## src/rtl/uart_fifo_core.sv

```systemverilog
// rtl/uart_fifo_core.sv - UART transmitter with TX FIFO and single-buffered receiver
// Frames are 1 start bit, DATA_W data bits LSB first and 1 stop bit, each CLK_DIV cycles long.
module uart_fifo_core #(
   parameter int DATA_W     = 8,
   parameter int CLK_DIV    = 16,
   parameter int FIFO_DEPTH = 4
) (
   input  logic              clk,
   input  logic              rst_n,
   input  logic [DATA_W-1:0] tx_data,
   input  logic              tx_valid,
   output logic              tx_ready,
   output logic              tx_busy,
   output logic              uart_tx,
   input  logic              uart_rx,
   output logic [DATA_W-1:0] rx_data,
   output logic              rx_valid,
   input  logic              rx_ready,
   output logic              rx_overrun,
   output logic              frame_err
);

   localparam int AW = $clog2(FIFO_DEPTH);
   localparam int CW = $clog2(CLK_DIV);
   localparam logic [CW-1:0] DIV_LAST  = CW'(CLK_DIV - 1);
   localparam logic [CW-1:0] HALF_LAST = CW'(CLK_DIV / 2 - 1);
   localparam logic [CW-1:0] CNT_ONE   = CW'(1);
   localparam logic [3:0]    BIT_LAST  = 4'(DATA_W - 1);
   localparam logic [3:0]    BIT_ONE   = 4'd1;
   localparam logic [AW:0]   PTR_ONE   = (AW + 1)'(1);

   typedef enum logic [1:0] {
      S_IDLE,
      S_START,
      S_DATA,
      S_STOP
   } state_t;

   // ---------------- TX FIFO ----------------
   logic [DATA_W-1:0] fifo_mem [FIFO_DEPTH];
   logic [AW:0]       wr_ptr;
   logic [AW:0]       rd_ptr;
   logic              fifo_empty;
   logic              fifo_full;
   logic              push;
   logic              pop;

   // Extra MSB on the pointers separates full from empty when the index bits match.
   assign fifo_empty = (wr_ptr == rd_ptr);
   assign fifo_full  = (wr_ptr[AW] != rd_ptr[AW]) && (wr_ptr[AW-1:0] == rd_ptr[AW-1:0]);
   assign tx_ready   = !fifo_full;
   assign push       = tx_valid && !fifo_full;

   always_ff @(posedge clk) begin
      if (!rst_n) begin
         wr_ptr <= '0;
         rd_ptr <= '0;
      end else begin
         if (push) wr_ptr <= wr_ptr + PTR_ONE;
         if (pop)  rd_ptr <= rd_ptr + PTR_ONE;
      end
   end

   always_ff @(posedge clk) begin
      if (push) fifo_mem[wr_ptr[AW-1:0]] <= tx_data;
   end

   // ---------------- TX FSM ----------------
   state_t            tx_state;
   state_t            tx_next;
   logic [CW-1:0]     tx_cnt;
   logic [3:0]        tx_bit;
   logic [DATA_W-1:0] tx_shift;
   logic              tx_line;
   logic              tx_cnt_done;

   assign tx_cnt_done = (tx_cnt == DIV_LAST);

   always_ff @(posedge clk) begin
      if (!rst_n) tx_state <= S_IDLE;
      else        tx_state <= tx_next;
   end

   always_comb begin
      tx_next = tx_state;
      pop     = 1'b0;
      case (tx_state)
         S_IDLE: begin
            if (!fifo_empty) begin
               pop     = 1'b1;
               tx_next = S_START;
            end
         end
         S_START: if (tx_cnt_done) tx_next = S_DATA;
         S_DATA:  if (tx_cnt_done && tx_bit == BIT_LAST) tx_next = S_STOP;
         S_STOP:  if (tx_cnt_done) tx_next = S_IDLE;
         default: tx_next = S_IDLE;
      endcase
   end

   // The line is registered so each bit holds for exactly CLK_DIV cycles from the state change.
   always_ff @(posedge clk) begin
      if (!rst_n) begin
         tx_cnt   <= '0;
         tx_bit   <= '0;
         tx_shift <= '0;
         tx_line  <= 1'b1;
      end else begin
         if (tx_state == S_IDLE || tx_cnt_done) tx_cnt <= '0;
         else                                   tx_cnt <= tx_cnt + CNT_ONE;
         case (tx_state)
            S_IDLE: begin
               if (pop) begin
                  tx_shift <= fifo_mem[rd_ptr[AW-1:0]];
                  tx_line  <= 1'b0;
                  tx_bit   <= '0;
               end
            end
            S_START: if (tx_cnt_done) tx_line <= tx_shift[0];
            S_DATA: begin
               if (tx_cnt_done) begin
                  tx_shift <= tx_shift >> 1;
                  tx_bit   <= tx_bit + BIT_ONE;
                  tx_line  <= (tx_bit == BIT_LAST) ? 1'b1 : tx_shift[1];
               end
            end
            default: tx_line <= 1'b1;
         endcase
      end
   end

   assign uart_tx = tx_line;
   assign tx_busy = !fifo_empty || (tx_state != S_IDLE);

   // ---------------- RX ----------------
   logic              rx_s1;
   logic              rx_s2;
   logic              rx_d;
   state_t            rx_state;
   state_t            rx_next;
   logic [CW-1:0]     rx_cnt;
   logic [3:0]        rx_bit;
   logic [DATA_W-1:0] rx_shift;
   logic              rx_cnt_done;
   logic              rx_deliver;
   logic              rx_bad;

   assign rx_cnt_done = (rx_cnt == DIV_LAST);

   always_ff @(posedge clk) begin
      if (!rst_n) rx_state <= S_IDLE;
      else        rx_state <= rx_next;
   end

   always_comb begin
      rx_next    = rx_state;
      rx_deliver = 1'b0;
      rx_bad     = 1'b0;
      case (rx_state)
         S_IDLE:  if (rx_d && !rx_s2) rx_next = S_START;
         S_START: if (rx_cnt == HALF_LAST) rx_next = rx_s2 ? S_IDLE : S_DATA;
         S_DATA:  if (rx_cnt_done && rx_bit == BIT_LAST) rx_next = S_STOP;
         S_STOP: begin
            if (rx_cnt_done) begin
               rx_next    = S_IDLE;
               rx_deliver = rx_s2;
               rx_bad     = !rx_s2;
            end
         end
         default: rx_next = S_IDLE;
      endcase
   end

   always_ff @(posedge clk) begin
      if (!rst_n) begin
         rx_s1      <= 1'b1;
         rx_s2      <= 1'b1;
         rx_d       <= 1'b1;
         rx_cnt     <= '0;
         rx_bit     <= '0;
         rx_shift   <= '0;
         rx_data    <= '0;
         rx_valid   <= 1'b0;
         rx_overrun <= 1'b0;
         frame_err  <= 1'b0;
      end else begin
         rx_s1     <= uart_rx;
         rx_s2     <= rx_s1;
         rx_d      <= rx_s2;
         frame_err <= rx_bad;
         if (rx_state == S_IDLE || rx_next != rx_state || rx_cnt_done) rx_cnt <= '0;
         else                                                          rx_cnt <= rx_cnt + CNT_ONE;
         if (rx_state == S_START) begin
            rx_bit <= '0;
         end else if (rx_state == S_DATA && rx_cnt_done) begin
            rx_shift <= {rx_s2, rx_shift[DATA_W-1:1]};
            rx_bit   <= rx_bit + BIT_ONE;
         end
         // Single holding register: an unread byte wins over a newly arrived one.
         if (rx_deliver) begin
            if (!rx_valid || rx_ready) begin
               rx_data  <= rx_shift;
               rx_valid <= 1'b1;
            end else begin
               rx_overrun <= 1'b1;
            end
         end else if (rx_valid && rx_ready) begin
            rx_valid   <= 1'b0;
            rx_overrun <= 1'b0;
         end
      end
   end

endmodule

```

## config.mk

```make
export PLATFORM = sky130hd
export DESIGN_NAME = uart_fifo_core
export DESIGN_NICKNAME = d
export VERILOG_FILES = /design/src/rtl/uart_fifo_core.sv
export SDC_FILE = /design/constraint.sdc
export NUM_CORES = 1
export LEC_CHECK = 0
export CAP_MARGIN = 5
export CORE_MARGIN = 8
export CORE_UTILIZATION = 40
export DETAILED_ROUTE_END_ITERATION = 16
export SETUP_SLACK_MARGIN = 0.15
export SYNTH_ARGS = -nofsm -noshare
export SYNTH_HDL_FRONTEND = slang
export SYNTH_SLANG_ARGS = --single-unit
```

## constraint.sdc

```tcl
create_clock -name clk -period 2 [get_ports clk]
set_clock_uncertainty 0.1 [all_clocks]
set_input_delay 0.3 -clock clk [delete_from_list [all_inputs] [get_ports clk]]
set_output_delay 0.3 -clock clk [all_outputs]
set_load 0.02 [all_outputs]
```

======== Word level (Yosys, flattened, before mapping) ========
Memory sizes are Yosys's and may differ from the RTL's. A register that Yosys moved wholly into a read port is not among the register bits.
Index checks and enable logic that the tools add are counted.
storage, ports and cells
  register bits ........................... 57
  logic and storage cells ................. 117
  memories kept ........................... 1
  latch bits .............................. 0
  RAM bits ................................ 32
  ROM bits ................................ 0
memory list
  memory    words  width  read ports  clocked after memory_dff  write ports  RTL line  RTL
  fifo_mem  4      8      1           1                         1            40        logic [DATA_W-1:0] fifo_mem [FIFO_DEPTH];
operators by class
  divide/modulo/power cells ............... 0
  bitwise operators ....................... 2
  $mul .................................... 0
  eq/ne operators ......................... 23
  add/sub/neg operators ................... 6
  shifts and indexed selects .............. 0
  muxes and demuxes ....................... 35
  $lt $le $gt $ge ......................... 0
  reduce and logical (&&, ||, !) cells .... 32
operators with widths
  operator               count
  $mux W2                11
  $add A4 B1 Y4 const B  4
  $mux W8                2
  $pmux W2 S4            2
  $pmux W8 S2            1
  $mux W1                15
  $ne A2 B2 Y1 const B   7
  $eq A4 B3 Y1 const B   3
  $reduce_and A3 Y1      3
  $eq A2 B2 Y1 const B   4
  $eq A4 B4 Y1 const B   2
  $mux W4                2
  $pmux W4 S2            1
  $reduce_and A2 Y1      4
  $logic_and A1 B1 Y1    7
  $add A3 B1 Y3 const B  2
  $reduce_bool A2 Y1     3
  $reduce_or A2 Y1       3
  $logic_or A1 B1 Y1     5
  $eq A2 B1 Y1 const B   2
  $logic_not A1 Y1       4
  $logic_not A2 Y1       2
  $reduce_and A4 Y1      1
  $eq A3 B3 Y1           1
  other kinds (6)        7

======== Logic depth before layout (Yosys ltp) ========
  depth after elaboration ................. 8
  depth in mapped cells ................... 8

======== Worst setup path after synthesis ========
No wires, ideal clock.
  path kind ............................... flip-flop to flip-flop
  from .................................... register tx_state[0]
  to ...................................... register tx_shift[0]
  cell stages (with the launch flop) ...... 9
  arrival time ............................ 1662 ps
  data required time ...................... 1781 ps
  library setup time ...................... 119 ps
  path slack .............................. 119 ps
  clock period less this slack ............ 1881 ps
  path buffers ............................ 2
  cells stage by stage .................... dfxtp_1 inv_1 ha_1 clkbuf_1 and4_4 buf_6 inv_2 nand3_1 o221a_2
between the ends
  cells in the longest elaborated chain, start to end .. 4
  elaborated cells on any way between the ends .. 8
RTL lines
  what                                RTL line  RTL
  start: declaration                  69        state_t tx_state;
  start signal: assignment            81        else tx_state <= tx_next;
  $logic_not A2 Y1                    87, 111
  $mux W1                             87        case (tx_state)
  $ne A2 B2 Y1 (no source line)       -
  $reduce_and A3 Y1 (no source line)  -
  end signal: assignment              114       tx_shift <= fifo_mem[rd_ptr[AW-1:0]];
  end signal: assignment              122       tx_shift <= tx_shift >> 1;
  end: declaration                    73        logic [DATA_W-1:0] tx_shift;
Parallel ways exist; a longest one is shown, timed or not.
A chain may end at the register's enable or synchronous reset.

======== Worst setup path after layout ========
  from .................................... register wr_ptr[2]
  to ...................................... output port tx_busy
between the ends
  cells in the longest elaborated chain, start to end .. 3
RTL lines
  what                      RTL line  RTL
  start: declaration        41        logic [AW:0] wr_ptr;
  start signal: assignment  59        if (push) wr_ptr <= wr_ptr + PTR_ONE;
  $eq A3 B3 Y1              49        assign fifo_empty = (wr_ptr == rd_ptr);
  $logic_not A1 Y1          133       assign tx_busy = !fifo_empty || (tx_state != S_IDLE);
  $logic_or A1 B1 Y1        133
  end: declaration          13        output logic tx_busy,
No other way between the ends.

==> results.json <==
{
  "synth_commonest_cells": "59 x dfxtp_1, 32 x edfxtp_1, 30 x nor2_1, 23 x nand2_1, 16 x a21oi_1",
  "cts_tree": "done",
  "synth_flop_cell": "dfxtp_1",
  "drv_slew": 0,
  "fmax_mhz": 561,
  "wl_met2_mm": 3.26,
  "grt_pass1_vias": 2433,
  "period_needed_ns": 1.78,
  "antenna_found_initial": 0,
  "worstMarginPinSlew_ns": 0.575,
  "crit_required_ns": 1.60,
  "synth_edf_count": 32,
  "nets": 396,
  "rsz0062_at_grt": "true",
  "power_frac_clock": 0.267,
  "place_congestion": 0.772,
  "drtIter0Drc": 112,
  "num-fill-cells": 850,
  "cts_buffers": 9,
  "worstSetupStartpointType": "flop",
  "ys_ff_latch": 91,
  "hold_viol": 0,
  "cts-root-buf": "clkbuf_8",
  "synth_top_area_frac": 0.313,
  "hold_class": "reg2reg",
  "drive_gt1_frac": 0.216,
  "grtUsageTotal": 0.117,
  "post-synth-top-count-cell": "dfxtp_1",
  "syn_area_per_cell_um2": 11.7,
  "cell_internal_pwr_w": 0.00355,
  "drtAntennaViolNets": 0,
  "ys_warn_count": 0,
  "synthCells": 322,
  "htreeDepth": 3,
  "critPathKind": "reg2out",
  "drc": 0,
  "die_w_um": 113,
  "clockBufferDepth": 2,
  "antenna_cells": 0,
  "vias": 2499,
  "start_util": 0.410,
  "clock_latency_ns": 0.35,
  "status": "completed",
  "tns_ns": 0,
  "slew_headroom": 0.614,
  "min_period_over_period": 0.891,
  "final_util": 0.496,
  "portBuffers": 26,
  "core_mm2": 0.00920,
  "power_density_mw_per_mm2": 1120,
  "avgViaCountPerCell": 5.14,
  "die_h_um": 113,
  "p_seq_frac": 0.437,
  "area_delta_synth_final_pct": 20.8,
  "core.rowCount": 35,
  "highest_layer": "met4",
  "clock_sinks": 91,
  "arrival_ns": 1.38,
  "post_synth_num_cell_types": 49,
  "wl_met3_um": 236,
  "die_area_mm2": 0.0128,
  "synth_async_sr_flop_share": 0,
  "comb_power_share": 0.297,
  "p_leak_nw": 1.62,
  "critPathCaptureType": "output pin",
  "peakVddDrop_v": 0.000576,
  "synth_nets": 348,
  "first_pass_iters": 5,
  "setup_viol": 0,
  "ios": 27,
  "clk_pin_slew_worst_paths_ns": 0.10,
  "grt.overflow.total": 0,
  "wl_met1_mm": 3.57,
  "cap_violations": 0,
  "switching_power_w": 0.00157,
  "grt_pass1_wl_mm": 12.0,
  "yosysTopAreaCell": "dfxtp_1",
  "grt_max_degree": 22,
  "drt-total-wl_mm": 7.19,
  "swShare": 0.307,
  "syn-cell-area_mm2": 0.00377,
  "yosys-top-cells-area": "dfxtp_1 31%, edfxtp_1 25%, mux4_2 4.8%",
  "cp_max_fo": 3,
  "post-dp-hpwl_mm": 5.03,
  "synth_seq_area_share": 0.567,
  "avgRoutedWirePerCell_um": 14.8
}
layer usage:
layer  vias to the layer above  track usage
met5                         -            0
met2                        37        0.173
met1                      1189        0.158
met3                         8       0.0298
met4                         0       0.0497
li1                       1265            -
flip-flops by register name, indices dropped and copies added (netlist names), 2 cells and up, named ones only:
name / cells
fifo_mem: 32
rx_data: 8
rx_shift: 8
tx_shift: 8
rx_bit: 4
rx_cnt: 4
tx_bit: 4
tx_cnt: 4
rd_ptr: 3
wr_ptr: 3
rx_state: 2
tx_state: 2
cell usage in the layout, fill, tap and decap left out, drive strengths merged, types with 3 or more instances in the layout:
cell type / Yosys / routed
dfxtp: 59 / 59
edfxtp: 32 / 32
nor2: 31 / 31
buf: 3 / 27
clkdlybuf4s50: 0 / 24
nand2: 23 / 23
a21oi: 16 / 16
inv: 12 / 14
ha: 13 / 13
mux2i: 11 / 11
xnor2: 11 / 11
nand3: 10 / 10
o21ai: 9 / 9
clkbuf: 11 / 9
mux4: 8 / 8
o221a: 8 / 8
o31ai: 7 / 7
o21a: 7 / 7
nand2b: 6 / 6
xor2: 6 / 6
nor3: 6 / 6
and2: 4 / 4
or4: 3 / 3
nand4: 3 / 3
o311ai: 3 / 3
worst max-delay path, stage by stage (launching register included):
cell and delay [ns]:
dfxtp_2 0.36, xnor2_2 0.21, and4_4 0.27, inv_2 0.04, buf_2 0.15
per-stage QoR:
| stage | hold slack (ns) | cell area (um2) | worst slack (ns) | cells | power (W) |
|---|---|---|---|---|---|
| floorplan | 0.286 | 3780 | 0.174 | 322 | 0.00327 |
| global placement | 0.296 | 4300 | 0.152 | 469 | 0.00375 |
| detailed placement | 0.302 | 4300 | 0.120 | 469 | 0.00377 |
| CTS | 0.323 | 4540 | 0.175 | 485 | 0.00514 |
| global route | 0.372 | 4560 | 0.144 | 486 | 0.00543 |
| finish | 0.321 | 4560 | 0.217 | 486 | 0.00512 |
cell families (layout without fill, tap and decap cells):
| family | after synthesis | count (layout) | share of synthesized area |
|---|---|---|---|
| flip-flops | 91 | 91 | 0.567 |
| XOR/XNOR | 17 | 17 | 0.0394 |
| multiplexers | 19 | 19 | 0.0769 |
| AO/OA/AOI/OAI | 60 | 60 | 0.115 |
| buffers and inverters | 26 | 79 | 0.0285 |
| AND/OR/NAND/NOR | 96 | 96 | 0.130 |
| adder cells (fa/ha/maj) | 13 | 13 | 0.0431 |
path summary, 6_finish.rpt:
path	start	endpoint	slack, ns	cells past startpoint
max	wr_ptr[2]	tx_busy	0.22	4
max reg2reg	tx_cnt[0]	tx_bit[2]	0.22	5
min reg2reg	rx_s1	rx_s2	0.32	1
min	rx_s1	rx_s2	0.32	1
power groups by stage:
stage | clock [W] | combinational (W) | sequential (W)
4_1_cts | 0.00141 | 0.00150 | 0.00223
5_1_grt | 0.00149 | 0.00168 | 0.00226
3_3_place_gp | 0 | 0.00149 | 0.00226
2_1_floorplan | 0 | 0.00104 | 0.00223
3_5_place_dp | 0 | 0.00150 | 0.00227
6_report | 0.00137 | 0.00152 | 0.00224
timing repair:
item,CTS,global route
buffers inserted,0,1
resized for setup,16,8
hold buffers,0,0
setup endpoints to repair,11,20
pin swaps,0,2
cloned,0,0
final cells by class:
| type | count | area, um2 | area share |
|---|---|---|---|
| Timing Repair Buffer | 51 | 438 | 0.0960 |
| Clock inverter | 7 | 98.8 | 0.0217 |
| Clock buffer | 9 | 124 | 0.0272 |
| Tap cell | 111 | 139 | 0.0305 |
| Sequential cell | 91 | 2150 | 0.471 |
| Inverter | 12 | 45.0 | 0.00988 |
| Multi-Input combinational cell | 205 | 1570 | 0.343 |
Note: power is estimated with default switching activity, not from simulation.
